==> src/rtl/tmds_timing_gen.sv <==
`default_nettype none
// ============================================================================
// Module   : tmds_timing_gen
// Purpose  : Recovers raster counters from received TMDS hsync/vsync, measures
//            htotal/vtotal and gates video_en behind a frame-lock state machine.
// Revision : 1.0 - initial release
// ============================================================================
module tmds_timing_gen #(
    parameter int HCNT_W      = 12,
    parameter int VCNT_W      = 11,
    parameter bit HS_POL      = 1'b1,
    parameter bit VS_POL      = 1'b1,
    parameter int H_START     = 220,
    parameter int H_ACTIVE    = 1280,
    parameter int V_START     = 20,
    parameter int V_ACTIVE    = 720,
    parameter int LOCK_FRAMES = 2
) (
    input  logic              rx0_pclk,
    input  logic              rstbtn_n,
    input  logic              rx0_hsync,
    input  logic              rx0_vsync,
    output logic              video_en,
    output logic [HCNT_W-1:0] video_hcnt,
    output logic [VCNT_W-1:0] video_vcnt,
    output logic [HCNT_W-1:0] htotal,
    output logic [VCNT_W-1:0] vtotal,
    output logic              locked,
    output logic              frame_start
);

    localparam logic [HCNT_W-1:0] H_ONE = HCNT_W'(1);
    localparam logic [VCNT_W-1:0] V_ONE = VCNT_W'(1);
    localparam logic [HCNT_W-1:0] H_LO  = HCNT_W'(H_START);
    localparam logic [HCNT_W-1:0] H_HI  = HCNT_W'(H_START + H_ACTIVE);
    localparam logic [VCNT_W-1:0] V_LO  = VCNT_W'(V_START);
    localparam logic [VCNT_W-1:0] V_HI  = VCNT_W'(V_START + V_ACTIVE);
    localparam logic [3:0]        LF    = 4'(LOCK_FRAMES);

    generate
        if (H_START + H_ACTIVE > (1 << HCNT_W) - 1) begin : g_hwin_err
            $error("H_START + H_ACTIVE does not fit in HCNT_W");
        end
        if (V_START + V_ACTIVE > (1 << VCNT_W) - 1) begin : g_vwin_err
            $error("V_START + V_ACTIVE does not fit in VCNT_W");
        end
        if (LOCK_FRAMES < 1 || LOCK_FRAMES > 15) begin : g_lock_err
            $error("LOCK_FRAMES must be in 1..15");
        end
    endgenerate

    typedef enum logic [1:0] {
        ST_UNLOCK = 2'd0,
        ST_TRACK  = 2'd1,
        ST_LOCKED = 2'd2
    } state_t;

    state_t              state_q, state_d;
    logic                hs_s1_q, hs_s2_q, vs_s1_q, vs_s2_q;
    logic [HCNT_W-1:0]   hcnt_q, hcnt_d, htotal_q, htotal_d, ref_q, ref_d;
    logic [VCNT_W-1:0]   vcnt_q, vcnt_d, vtotal_q, vtotal_d;
    logic                ref_vld_q, ref_vld_d, ferr_q, ferr_d, first_q, first_d;
    logic [3:0]          match_q, match_d, match_inc;
    logic                fs_q, fs_d, locked_q, locked_d, en_q, en_d;
    logic                hs_n, vs_n, hs_edge, vs_edge, hsat, vsat;
    logic                line_mis, vt_same, in_win;
    logic [HCNT_W-1:0]   line_len;

    assign hs_n      = ~(rx0_hsync ^ HS_POL);
    assign vs_n      = ~(rx0_vsync ^ VS_POL);
    assign hs_edge   = hs_s1_q & ~hs_s2_q;
    assign vs_edge   = vs_s1_q & ~vs_s2_q;
    assign hsat      = &hcnt_q;
    assign vsat      = &vcnt_q;
    assign line_len  = hcnt_q + H_ONE;
    assign match_inc = match_q + 4'd1;
    assign vt_same   = (vcnt_q == vtotal_q);
    // A vs edge restarts the reference, so a coincident hs edge is not checked.
    assign line_mis  = hs_edge & ~vs_edge & ref_vld_q & (line_len != ref_q);
    assign in_win    = (hcnt_q >= H_LO) && (hcnt_q < H_HI) &&
                       (vcnt_q >= V_LO) && (vcnt_q < V_HI);

    always_comb begin
        hcnt_d    = hcnt_q;
        htotal_d  = htotal_q;
        vcnt_d    = vcnt_q;
        vtotal_d  = vtotal_q;
        ref_d     = ref_q;
        ref_vld_d = ref_vld_q;
        ferr_d    = ferr_q;
        first_d   = first_q;
        match_d   = match_q;
        state_d   = state_q;
        fs_d      = 1'b0;

        if (hs_edge) begin
            hcnt_d   = '0;
            htotal_d = line_len;
        end else if (!hsat) begin
            hcnt_d = hcnt_q + H_ONE;
        end

        if (vs_edge) begin
            vtotal_d  = vcnt_q;
            vcnt_d    = '0;
            fs_d      = 1'b1;
            ref_vld_d = 1'b0;
            ferr_d    = 1'b0;
        end else if (hs_edge) begin
            if (!vsat) begin
                vcnt_d = vcnt_q + V_ONE;
            end
            if (!ref_vld_q) begin
                ref_d     = line_len;
                ref_vld_d = 1'b1;
            end else if (line_len != ref_q) begin
                ferr_d = 1'b1;
            end
        end

        case (state_q)
            ST_UNLOCK: begin
                if (vs_edge) begin
                    state_d = ST_TRACK;
                    match_d = '0;
                    first_d = 1'b1;
                end
            end
            ST_TRACK: begin
                // The frame closed by the first tracked vs edge has no
                // full-frame vtotal to compare against, so only lines count.
                if (vs_edge) begin
                    first_d = 1'b0;
                    if (!ferr_q && (first_q || vt_same)) begin
                        match_d = match_inc;
                        if (match_inc == LF) begin
                            state_d = ST_LOCKED;
                        end
                    end else begin
                        match_d = '0;
                    end
                end
            end
            ST_LOCKED: begin
                if (line_mis || (vs_edge && (ferr_q || !vt_same))) begin
                    state_d = ST_UNLOCK;
                end
            end
            default: state_d = ST_UNLOCK;
        endcase

        if (hsat || vsat) begin
            state_d = ST_UNLOCK;
            match_d = '0;
        end
    end

    assign locked_d = (state_d == ST_LOCKED);
    assign en_d     = locked_q & in_win;

    always_ff @(posedge rx0_pclk or posedge rstbtn_n) begin
        if (rstbtn_n) begin
            hs_s1_q   <= 1'b0;
            hs_s2_q   <= 1'b0;
            vs_s1_q   <= 1'b0;
            vs_s2_q   <= 1'b0;
            hcnt_q    <= '0;
            htotal_q  <= '0;
            vcnt_q    <= '0;
            vtotal_q  <= '0;
            ref_q     <= '0;
            ref_vld_q <= 1'b0;
            ferr_q    <= 1'b0;
            first_q   <= 1'b0;
            match_q   <= '0;
            state_q   <= ST_UNLOCK;
            fs_q      <= 1'b0;
            locked_q  <= 1'b0;
            en_q      <= 1'b0;
        end else begin
            hs_s1_q   <= hs_n;
            hs_s2_q   <= hs_s1_q;
            vs_s1_q   <= vs_n;
            vs_s2_q   <= vs_s1_q;
            hcnt_q    <= hcnt_d;
            htotal_q  <= htotal_d;
            vcnt_q    <= vcnt_d;
            vtotal_q  <= vtotal_d;
            ref_q     <= ref_d;
            ref_vld_q <= ref_vld_d;
            ferr_q    <= ferr_d;
            first_q   <= first_d;
            match_q   <= match_d;
            state_q   <= state_d;
            fs_q      <= fs_d;
            locked_q  <= locked_d;
            en_q      <= en_d;
        end
    end

    assign video_en    = en_q;
    assign video_hcnt  = hcnt_q;
    assign video_vcnt  = vcnt_q;
    assign htotal      = htotal_q;
    assign vtotal      = vtotal_q;
    assign locked      = locked_q;
    assign frame_start = fs_q;

endmodule
`default_nettype wire

==> config.mk <==
export PLATFORM = sky130hd
export DESIGN_NAME = tmds_timing_gen
export DESIGN_NICKNAME = d
export VERILOG_FILES = /design/src/rtl/tmds_timing_gen.sv
export SDC_FILE = /design/constraint.sdc
export NUM_CORES = 1
export LEC_CHECK = 0
export CAP_MARGIN = 10
export CORE_ASPECT_RATIO = 1.25
export CORE_MARGIN = 2
export CORE_UTILIZATION = 50
export CTS_CLUSTER_DIAMETER = 100
export DETAILED_ROUTE_END_ITERATION = 6
export GPL_ROUTABILITY_DRIVEN = 0
export PLACE_DENSITY = 0.78
export SLEW_MARGIN = 10
export SYNTH_ARGS = -nofsm -noshare
export SYNTH_HDL_FRONTEND = slang
export SYNTH_SLANG_ARGS = --single-unit
==> constraint.sdc <==
create_clock -name rx0_pclk -period 3.35 [get_ports rx0_pclk]
set_clock_uncertainty 0.15 [all_clocks]
set_input_delay 0.67 -clock rx0_pclk [delete_from_list [all_inputs] [get_ports rx0_pclk]]
set_output_delay 0.67 -clock rx0_pclk [all_outputs]
set_load 0.005 [all_outputs]
# Yosys cells after proc, flatten, opt, wreduce, memory -nomap -nowiden
# Cells that the tools add are included.
word_totals:
  ff_bits: 74
  n_memories: 0
  output_inout_bits: 49
  rom_bits: 0
  ramBits: 0
  latchBits: 0
  inputBits: 4
  word_cells: 97
op_classes:
  n_bitwise: 10
  n_shift: 0
  n_addsub: 3
  mul: 0
  n_eq_ne: 12
  reduce_logical: 24
  magnitude_cmp: 4
  div_mod_pow: 0
  mux: 27
ops:
  columns: ["operator", "n"]
  rows:
  - ["2-to-1 mux 11 bit", 3]
  - ["2-to-1 mux 12 bit", 2]
  - ["2-to-1 mux 4 bit", 4]
  - ["adder 12 x 1 -> 12 bit, second input constant", 1]
  - ["greater-or-equal comparator 12 x 8 -> 1 bit, second input constant", 1]
  - ["less-than comparator 12 x 11 -> 1 bit, second input constant", 1]
  - ["2-to-1 mux 2 bit", 6]
  - ["inequality test 12 bit", 1]
  - ["AND reduction 12 bit", 1]
  - ["AND reduction 3 bit", 4]
  - ["adder 11 x 1 -> 11 bit, second input constant", 1]
  - ["== test 11 bit", 1]
  - ["greater-or-equal comparator 11 x 5 -> 1 bit, second input constant", 1]
  - ["less-than comparator 11 x 10 -> 1 bit, second input constant", 1]
  - ["AND reduction 11 bit", 1]
  - ["2-to-1 mux 1 bit", 9]
  - ["inequality test 2 bit, second input constant", 4]
  - ["one-hot mux 4 bit (2 select lines)", 1]
  - ["nonzero test 2 bit", 4]
  - ["bitwise AND 1 bit", 6]
  - ["inequality test 3 bit, second input constant", 2]
  - ["one-hot mux 2 bit (3 select lines)", 1]
  - ["logical AND 1 bit", 5]
  - ["adder 4 x 1 -> 4 bit, second input constant", 1]
  - ["10 further kinds", 18]

# Logic depth before layout (Yosys ltp)
# Gate-level depths: netlist of the first run.
logic_depth:
  ltp_word: 11
  mapped_depth: 9
  mapped_depth_nobuf: 8

# Worst setup path before layout of the first run
# Ideal clock, no wire load.
synth_path:
  path_kind: "reg2reg"
  startpoint: "reg hcnt_q[0] (netlist: video_hcnt[0])"
  endpoint: "reg ferr_q"
  setup_time_ns: 0.124
  arrival_ns: 1.969
  slack_ns: 1.107
  n_path_buf: 1
  required_ns: 3.076
  period_less_slack_ns: 2.243
  stages_incl_launch_ff: 10
  cell_sequence: "dfrtp_1 buf_2 inv_1 ha_1 xor2_1 a211oi_1 nor4b_1 o2111a_1 a21oi_1 a211o_1"
synth_between:
  elab_chain_len: 4
synth_rtl:
  columns: ["item", "line_no", "source"]
  rows:
  - ["from (decl)", "60", "logic [HCNT_W-1:0] hcnt_q, hcnt_d, htotal_q, htotal_d, ref_q, ref_d;"]
  - ["from (signal assigned)", "185", "hcnt_q <= hcnt_d;"]
  - ["adder 12 x 1 -> 12 bit", "75", "assign line_len = hcnt_q + H_ONE;"]
  - ["via line_len[0]", "67", "logic [HCNT_W-1:0] line_len;"]
  - ["inequality test 12 bit", "116", "end else if (line_len != ref_q) begin"]
  - ["nonzero test 2 bit (no source line)", null, null]
  - ["AND reduction 3 bit (no source line)", null, null]
  - ["to (signal assigned)", "191", "ferr_q <= ferr_d;"]
  - ["to (decl)", "62", "logic ref_vld_q, ref_vld_d, ferr_q, ferr_d, first_q, first_d;"]
# The timed path passes the listed nets, and every way through them passes these cells.
# A chain may end at the register's enable or synchronous reset.

# Worst setup path in the final report of the first run
# Same ends and word-level chain as after synthesis.

==> results of run 1 <==
-- cells by family (layout without fill, tap and decap cells) --
family                     Yosys count  count (layout)
adders and majority gates            6               6
DFF                                 74              74
xor gates and xnor gates            40              40
muxes                                3               3
buffers and inverters               34              86
and+or+nand+nor                    167             167
AOI/OAI and AO/OA                   70              70
-- final cells by class --
class,count,area [µm²]
Sequential cell,74,1852
Inverter,10,37.54
Clock buffer,9,123.9
Multi-Input combinational cell,286,1738
Tap cell,92,115.1
Timing Repair Buffer,60,593.1
Fill cell,613,2753
Clock inverter,7,101.3
-- where the power goes --
group	internal (mW)	leakage (nW)	switching (mW)	total [mW]
clock	0.424	0.106	0.358	0.782
sequential	1.02	0.973	0.142	1.16
combinational	0.287	0.983	0.270	0.556
total	1.73	2.06	0.770	2.50
-- flip-flops by register name (all words and copies together), names as in the netlist, 2 cells and up --
signal / cells
video_vcnt: 11
htotal: 12
vtotal: 11
ref_q: 12
video_hcnt: 12
match_q: 4
state_q: 2
-- cells in the final DEF (no fill, tap or decap), types with 3 or more instances in the layout --
cell type        synthesis  routed
nor2_1                  44      44
nor3_1                   5       4
buf_4                    4       7
xnor2_1                 12      12
nand3_1                 13      13
and2_1                   4       4
a22oi_1                  4       4
nor4_1                   6       6
dfrtp_1                 74      74
and4_1                   4       4
nor2b_1                  3       3
a21oi_1                 28      28
o21ai_0                 21      21
and3_1                   4       4
a31oi_1                  3       3
clkbuf_8                 0       9
nand2_1                 61      61
ha_1                     6       6
inv_1                    9       8
clkdlybuf4s50_1          0      52
nand2b_1                 7       7
xor2_1                  25      25
nand4_1                  9       9
-- layer usage --
metal / wire, µm / GRT usage
met1: 3584 / 0.2741
met2: 4387 / 0.3979
met3: 465 / 0.06183
met4: 310 / 0.1186
met5: 0 / 0
-- worst register-to-register path: cells and delay by family (launching register included) --
kind | cells | cell delay [ps]
flip-flops | 1 | 530
AND/OR/NAND/NOR | 1 | 280
buffers and inverters | 1 | 110
adder cells (fa/ha/maj) | 1 | 360
AO/OA/AOI/OAI | 4 | 740
XOR/XNOR | 1 | 160
-- how the worst max path moves through the flow --
stage / startpoint / end / slack (ps) / cells after the start
finish: video_hcnt[0] / ferr_q / 910 / 8
global route: video_hcnt[0] / ferr_q / 670 / 8
CTS: video_hcnt[0] / ferr_q / 910 / 8
detailed placement: video_hcnt[0] / ferr_q / 920 / 8
global placement: video_hcnt[0] / ferr_q / 1000 / 8
floorplan: rstbtn_n / ferr_q / 650 / 1
-- stage by stage --
step           hold slack (ps)  instance area, µm²  power (mW)  utilization  setup WS, ps
5_1_grt                  248.6                4561       2.641       0.6236         666.0
6_report                 235.7                4561       2.499       0.6236         913.0
3_5_place_dp             224.9                4335       1.731       0.5928         922.3
3_3_place_gp             212.3                4335       1.708       0.5928         997.3
4_1_cts                  243.3                4561       2.512       0.6236         909.3
2_1_floorplan            204.6                3736       1.504            -         648.4
==> metrics.md, run 1 <==
| Metric | Value |
|---|---|
| Status | complete, no violations |
| Routed Antenna Nets | 0 |
| Data required, critical path | about 3400 ps |
| Origin of the critical flop-to-flop path | video_hcnt[0] |
| Hold WC Path Type | flip-flop to flip-flop |
| CP peak stage delay | 530 ps |
| IO Pins | 53 |
| Num CTS Buffers | 9 |
| Post-Syn Instances | 394 |
| Post-synth ARST share | 1.000 |
| Max-cap viol count | 0 |
| Hold EP | vs_s2_q |
| RSZ-0062 raised after global routing | no |
| Worst R2R Setup Slack | 910 ps |
| Buf/Inv on CP | 1 |
| Top cell type's share of synthesized area | 0.4956 |
| Least-Margin Pin Slew | 620.8 ps |
| Die area | 8184 µm² |
| Dominant cell type by area after synthesis | dfrtp_1 |
| Largest family of logic cells by synthesized area | simple AND/OR/NAND/NOR gates |
| Nets@finish | 451 |
| Via Count | 2,981 |
| Fin cells | 538 |
| Die width | 81.32 µm |
| Hold depth | 0 |
| R2R cell count | 8 |
| Port bufs | 52 |
| CTS tree | yes |
| Drt total wl | between 8000 and 9000 µm |
| Leak pwr | 2.062 nW |
| Placed insts | between 500 and 600 |
| XOR/XNOR share of the synthesized area | 0.1038 |
| Peak VDD IR | 0.0003444 V |
| CP cell instances | inv_1 -> ha_1 -> xor2_1 -> a211oi_1 -> nor4b_1 -> o2111a_1 -> a21oi_1 -> a211o_1 |
| Mapped Area | 3736 µm² |
| Drt pass-1 iters | 4 |
| Critical R2R Capture | ferr_q |
| Hold_buf cts | 0 |
| Setup crit end kind | flip-flop |
| Largest delay share family, worst path | compound AO/OA/AOI/OAI gates |
| Vias in the first global route | approximately 3k |
| Post-synth top flop | dfrtp_1 |
| Crit-path max FO | 10 |
| Max-slew violation count | 0 |
| # diodes | 0 |
| Max Root-Sink Buffers | 2 |
| Crit start category | flip-flop |
| Setup violators final | 0 |
| Initial core utilization | 0.5109 |
| Top cells by count, synth | dfrtp_1, nand2_1, nor2_1 |
| FP Rows | 35 |
| Synth Area in Simple Gates | 0.2140 |
| Seq/Total Area, Yosys | 0.4956 |
| Hold Path Origin | vs_s1_q |
| F_max | 410.3 MHz |
| Cell variety after synth | 48 |
| CTS Root Cell | clkbuf_8 |
| Syn Area/Cell | 9.482 µm² |
| FF+latch count, synth | 74 |
| Via density | roughly 5.5 |
| Part of the cycle the worst path needs | 0.7275 |
| Mux share of post-synthesis cell area | 0.01005 |
| Synth Area in Compound Gates | 0.1159 |
| Area growth syn-to-layout | 22.07% |
| Area of the core region | ~7300 µm² |
| Share of layout cells above drive strength 1 | 0.08072 |
| Fin Setup TNS | 0 ps |
| Area share of fa/ha/maj cells after synthesis | 0.02009 |
| Crit path DAT | 2530 ps |
| GRT overflow | 0 |
| Post-CTS sizing | 0 |
| Pwr dens | 548.0 nW/µm² |
| Initial antenna violation count | 0 |
| Count leader, synth | dfrtp_1 |
| Post-DP HPWL | between 6000 and 7000 µm |
| Postcts setup bufs | 0 |
| Final Hold Viols | 0 |
| Yosys warning count | 0 |
| Ranking of synthesized cells by area | dfrtp_1, nand2_1, xor2_1 |
| WL/cell | 16.26 µm |
| CTS clk-pin slew, worst paths | approximately 80 ps |
| Die height | 100.6 µm |
| Htree depth | 3 |
| Global-route wire length before repair | 14,610 µm |
| Clk Latency, worst-skew pair | between 300 and 400 ps |
| Post-synth EDFFs | 0 |
| Pin count of the biggest net entering global routing | 47 |
| Max transition margin | 0.5855 |
| Clock Sinks | 74 |
| Worst setup path class | flip-flop to flip-flop |
| DRC Markers | 0 |
| 1st-iter DRT viols | 295 |
| Slowest CP cell | dfrtp_1 |
| Final period demand of the worst path | 2437 ps |
| All-layer global routing usage | 0.2363 |
| Net Count, Synth | 404 |
(Power assumes the default switching activity.)
==> run 2, diff against run 1 <==
--- a/config.mk
+++ b/config.mk
@@ -8,11 +8,11 @@
 export CAP_MARGIN = 10
 export CORE_ASPECT_RATIO = 1.25
 export CORE_MARGIN = 2
-export CORE_UTILIZATION = 50
+export CORE_UTILIZATION = 49
 export CTS_CLUSTER_DIAMETER = 100
 export DETAILED_ROUTE_END_ITERATION = 6
 export GPL_ROUTABILITY_DRIVEN = 0
-export PLACE_DENSITY = 0.78
+export PLACE_DENSITY = 0.8
 export SLEW_MARGIN = 10
 export SYNTH_ARGS = -nofsm -noshare
 export SYNTH_HDL_FRONTEND = slang
==> constraint.sdc (replaced) <==
create_clock -name rx0_pclk -period 2 [get_ports rx0_pclk]
set_clock_uncertainty 0.15 [all_clocks]
set_input_delay 0.4 -clock rx0_pclk [delete_from_list [all_inputs] [get_ports rx0_pclk]]
set_output_delay 0.4 -clock rx0_pclk [all_outputs]
set_load 0.005 [all_outputs]
==> metrics.md, run 2 (synthesis gave the netlist of run 1 again) <==
| Metric | Value |
|---|---|
| Hold EP | vs_s2_q (unchanged) |
| Via Count | 3,269 (was 2,981) |
| Buf/Inv on CP | 0 (was 1) |
| Clock Sinks | 74 (unchanged) |
| Part of the cycle the worst path needs | 1.051 (was 0.7275) |
| Fin cells | 587 (was 538) |
| Die height | 101.6 µm (was 100.6 µm) |
| Final setup slack of the worst path | -101.5 ps (was 913.0 ps) |
| Hold_buf cts | 0 (unchanged) |
| Num CTS Buffers | 9 (unchanged) |
| R2R cell count | 6 (was 8) |
| DRC Markers | 0 (unchanged) |
| Setup crit end kind | flip-flop (unchanged) |
| Largest delay share family, worst path | simple AND/OR/NAND/NOR gates (was compound AO/OA/AOI/OAI gates) |
| Nets@finish | 501 (was 451) |
| Leak pwr | 2.359 nW (was 2.062 nW) |
| Min Hold Slack | 234.6 ps (was 235.7 ps) |
| CTS clk-pin slew, worst paths | 80 ps (about the same) |
| CTS Root Cell | clkbuf_8 (unchanged) |
| FP Rows | 35 (unchanged) |
| Max-slew violation count | 0 (unchanged) |
| Clk Latency, worst-skew pair | 350 ps (about the same) |
| Global-route wire length before repair | 16,200 µm (was 14,610 µm) |
| Placed insts | 569 (was 522) |
| IO Pins | 53 (unchanged) |
| Area of the core region | 7401 µm² (was 7313 µm²) |
| Setup Slack @ Placement | -150.9 ps (was 922.3 ps) |
| GRT overflow | 0 (unchanged) |
| # diodes | 0 (unchanged) |
| Die width | 82.10 µm (was 81.32 µm) |
| Vias in the first global route | 3,324 (was 3,013) |
| Initial antenna violation count | 0 (unchanged) |
| Origin of the critical flop-to-flop path | video_vcnt[9] (was video_hcnt[0]) |
| Htree depth | 3 (unchanged) |
| CP cell instances | xor2_1 -> nor4_2 -> nand3_2 -> a2111oi_4 -> nand4_1 -> nand2_1 (was inv_1 -> ha_1 -> xor2_1 -> a211oi_1 -> nor4b_1 -> o2111a_1 -> a21oi_1 -> a211o_1) |
| Share of layout cells above drive strength 1 | 0.2061 (was 0.08072) |
| Hold WC Path Type | flip-flop to flip-flop (unchanged) |
| Max-cap viol count | 0 (unchanged) |
| Setup violators final | 3 (was 0) |
| Commonest non-fill, non-tap cell in the layout | dfrtp_1 (unchanged) |
| Initial core utilization | 0.5048 (was 0.5109) |
| Crit-path max FO | 5 (was 10) |
| Slowest CP cell | dfrtp_1 (unchanged) |
| Drt pass-1 iters | 5 (was 4) |
| Die area | 8343 µm² (was 8184 µm²) |
| Via density | 5.569 (was 5.541) |
| Drt total wl | 10,030 µm (was 8747 µm) |
| Post-route cell area | 5086 µm² (was 4561 µm²) |
| Final period demand of the worst path | 2102 ps (was 2437 ps) |
| Max transition margin | 0.7272 (was 0.5855) |
| Pin count of the biggest net entering global routing | 27 (was 47) |
| CP peak stage delay | 470 ps (was 530 ps) |
| Max Root-Sink Buffers | 2 (unchanged) |
| WL/cell | 17.08 µm (was 16.26 µm) |
| 1st-iter DRT viols | 262 (was 295) |
| RSZ-0062 raised after global routing | yes (was no) |
| F_max | 475.8 MHz (was 410.3 MHz) |
| Worst path depth | 6 (was 8) |
| Final Hold Viols | 0 (unchanged) |
| Hold Path Origin | vs_s1_q (unchanged) |
| Port bufs | 52 (unchanged) |
| Status | finished, violations left (was complete, no violations) |
| Least-Margin Pin Slew | 408.3 ps (was 620.8 ps) |
| Pwr dens | 868.1 nW/µm² (was 548.0 nW/µm²) |
| Data required, critical path | 2140 ps (was 3440 ps) |
| All-layer global routing usage | 0.2613 (was 0.2363) |
| Hold depth | 0 (unchanged) |
| Peak VDD IR | 0.0004386 V (was 0.0003444 V) |
| Routed Antenna Nets | 0 (unchanged) |
| Post-DP HPWL | 7174 µm (was 6248 µm) |
| CTS tree | yes (unchanged) |
| Failing checks | negative setup slack |
| Crit start category | flip-flop (unchanged) |
| Total power | 4.415 mW (was 2.499 mW) |
| Placement Cell Area | 4751 µm² (was 4335 µm²) |
| Area growth syn-to-layout | 36.14% (was 22.07%) |
| Worst setup path class | flip-flop to flip-flop (unchanged) |
| Worst R2R Setup Slack | -100 ps (was 910 ps) |
| Critical R2R Capture | locked (was ferr_q) |
| Most frequent cells in the layout | dfrtp_1, nand2_1, clkdlybuf4s50_1 (unchanged) |
| Crit path DAT | 2240 ps (was 2530 ps) |
## run 2: changes by cell type in the layout (fill, tap and decap cells not counted), sizes merged
cell / delta
buf: +50
clkbuf: +4
clkdlybuf4s50: -2
inv: -2
bufinv: -1
clkinv: -1
clkinvlp: -1
dlygate4sd2: +1
dlymetal6s2s: +1
## run 2: area by class of cell
class | count | area (µm²)
Fill cell | 554 | 2315
Sequential cell | 74 | 1856
Multi-Input combinational cell | 286 | 1834
Timing Repair Buffer | 110 | 1033
Clock buffer | 13 | 168.9
Tap cell | 92 | 115.1
Inverter | 10 | 43.79
Clock inverter | 2 | 35.03
## run 2: worst max-delay path by stage
stage / from / to / slack [ps]
floorplan: video_hcnt[0] / ferr_q / -50
global placement: video_hcnt[0] / ferr_q / -30
detailed placement: vtotal[1] / locked / -150
CTS: video_hcnt[1] / ferr_q / -50
global route: video_hcnt[1] / ferr_q / -160
finish: video_vcnt[9] / locked / -100
## run 2: where the power goes
part	leakage (nW)	internal [mW]	total, mW	switching, mW
logic	1.28	0.677	1.30	0.625
clock network	0.106	0.670	1.19	0.522
registers	0.969	1.71	1.92	0.210
## run 2: per-stage QoR
| step | TNS, ps | util |
|---|---|---|
| floorplan | -48.29 | - |
| global placement | -25.11 | 0.6419 |
| detailed placement | -386.9 | 0.6419 |
| CTS | -65.51 | 0.6776 |
| global route | -463.9 | 0.6872 |
| finish | -247.4 | 0.6872 |
## run 2: per-layer routing
metal  GRT usage  wire (µm)
met4      0.1513        334
met2      0.4503       5288
met5           0          0
met3     0.05615        549
met1      0.2937       3853
## run 2: repair_timing
action / in CTS / in global routing
setup buffers: 2 / 1
pin swaps: 7 / 3
endpoints found under the setup margin: 5 / 14
gates resized for setup: 12 / 15
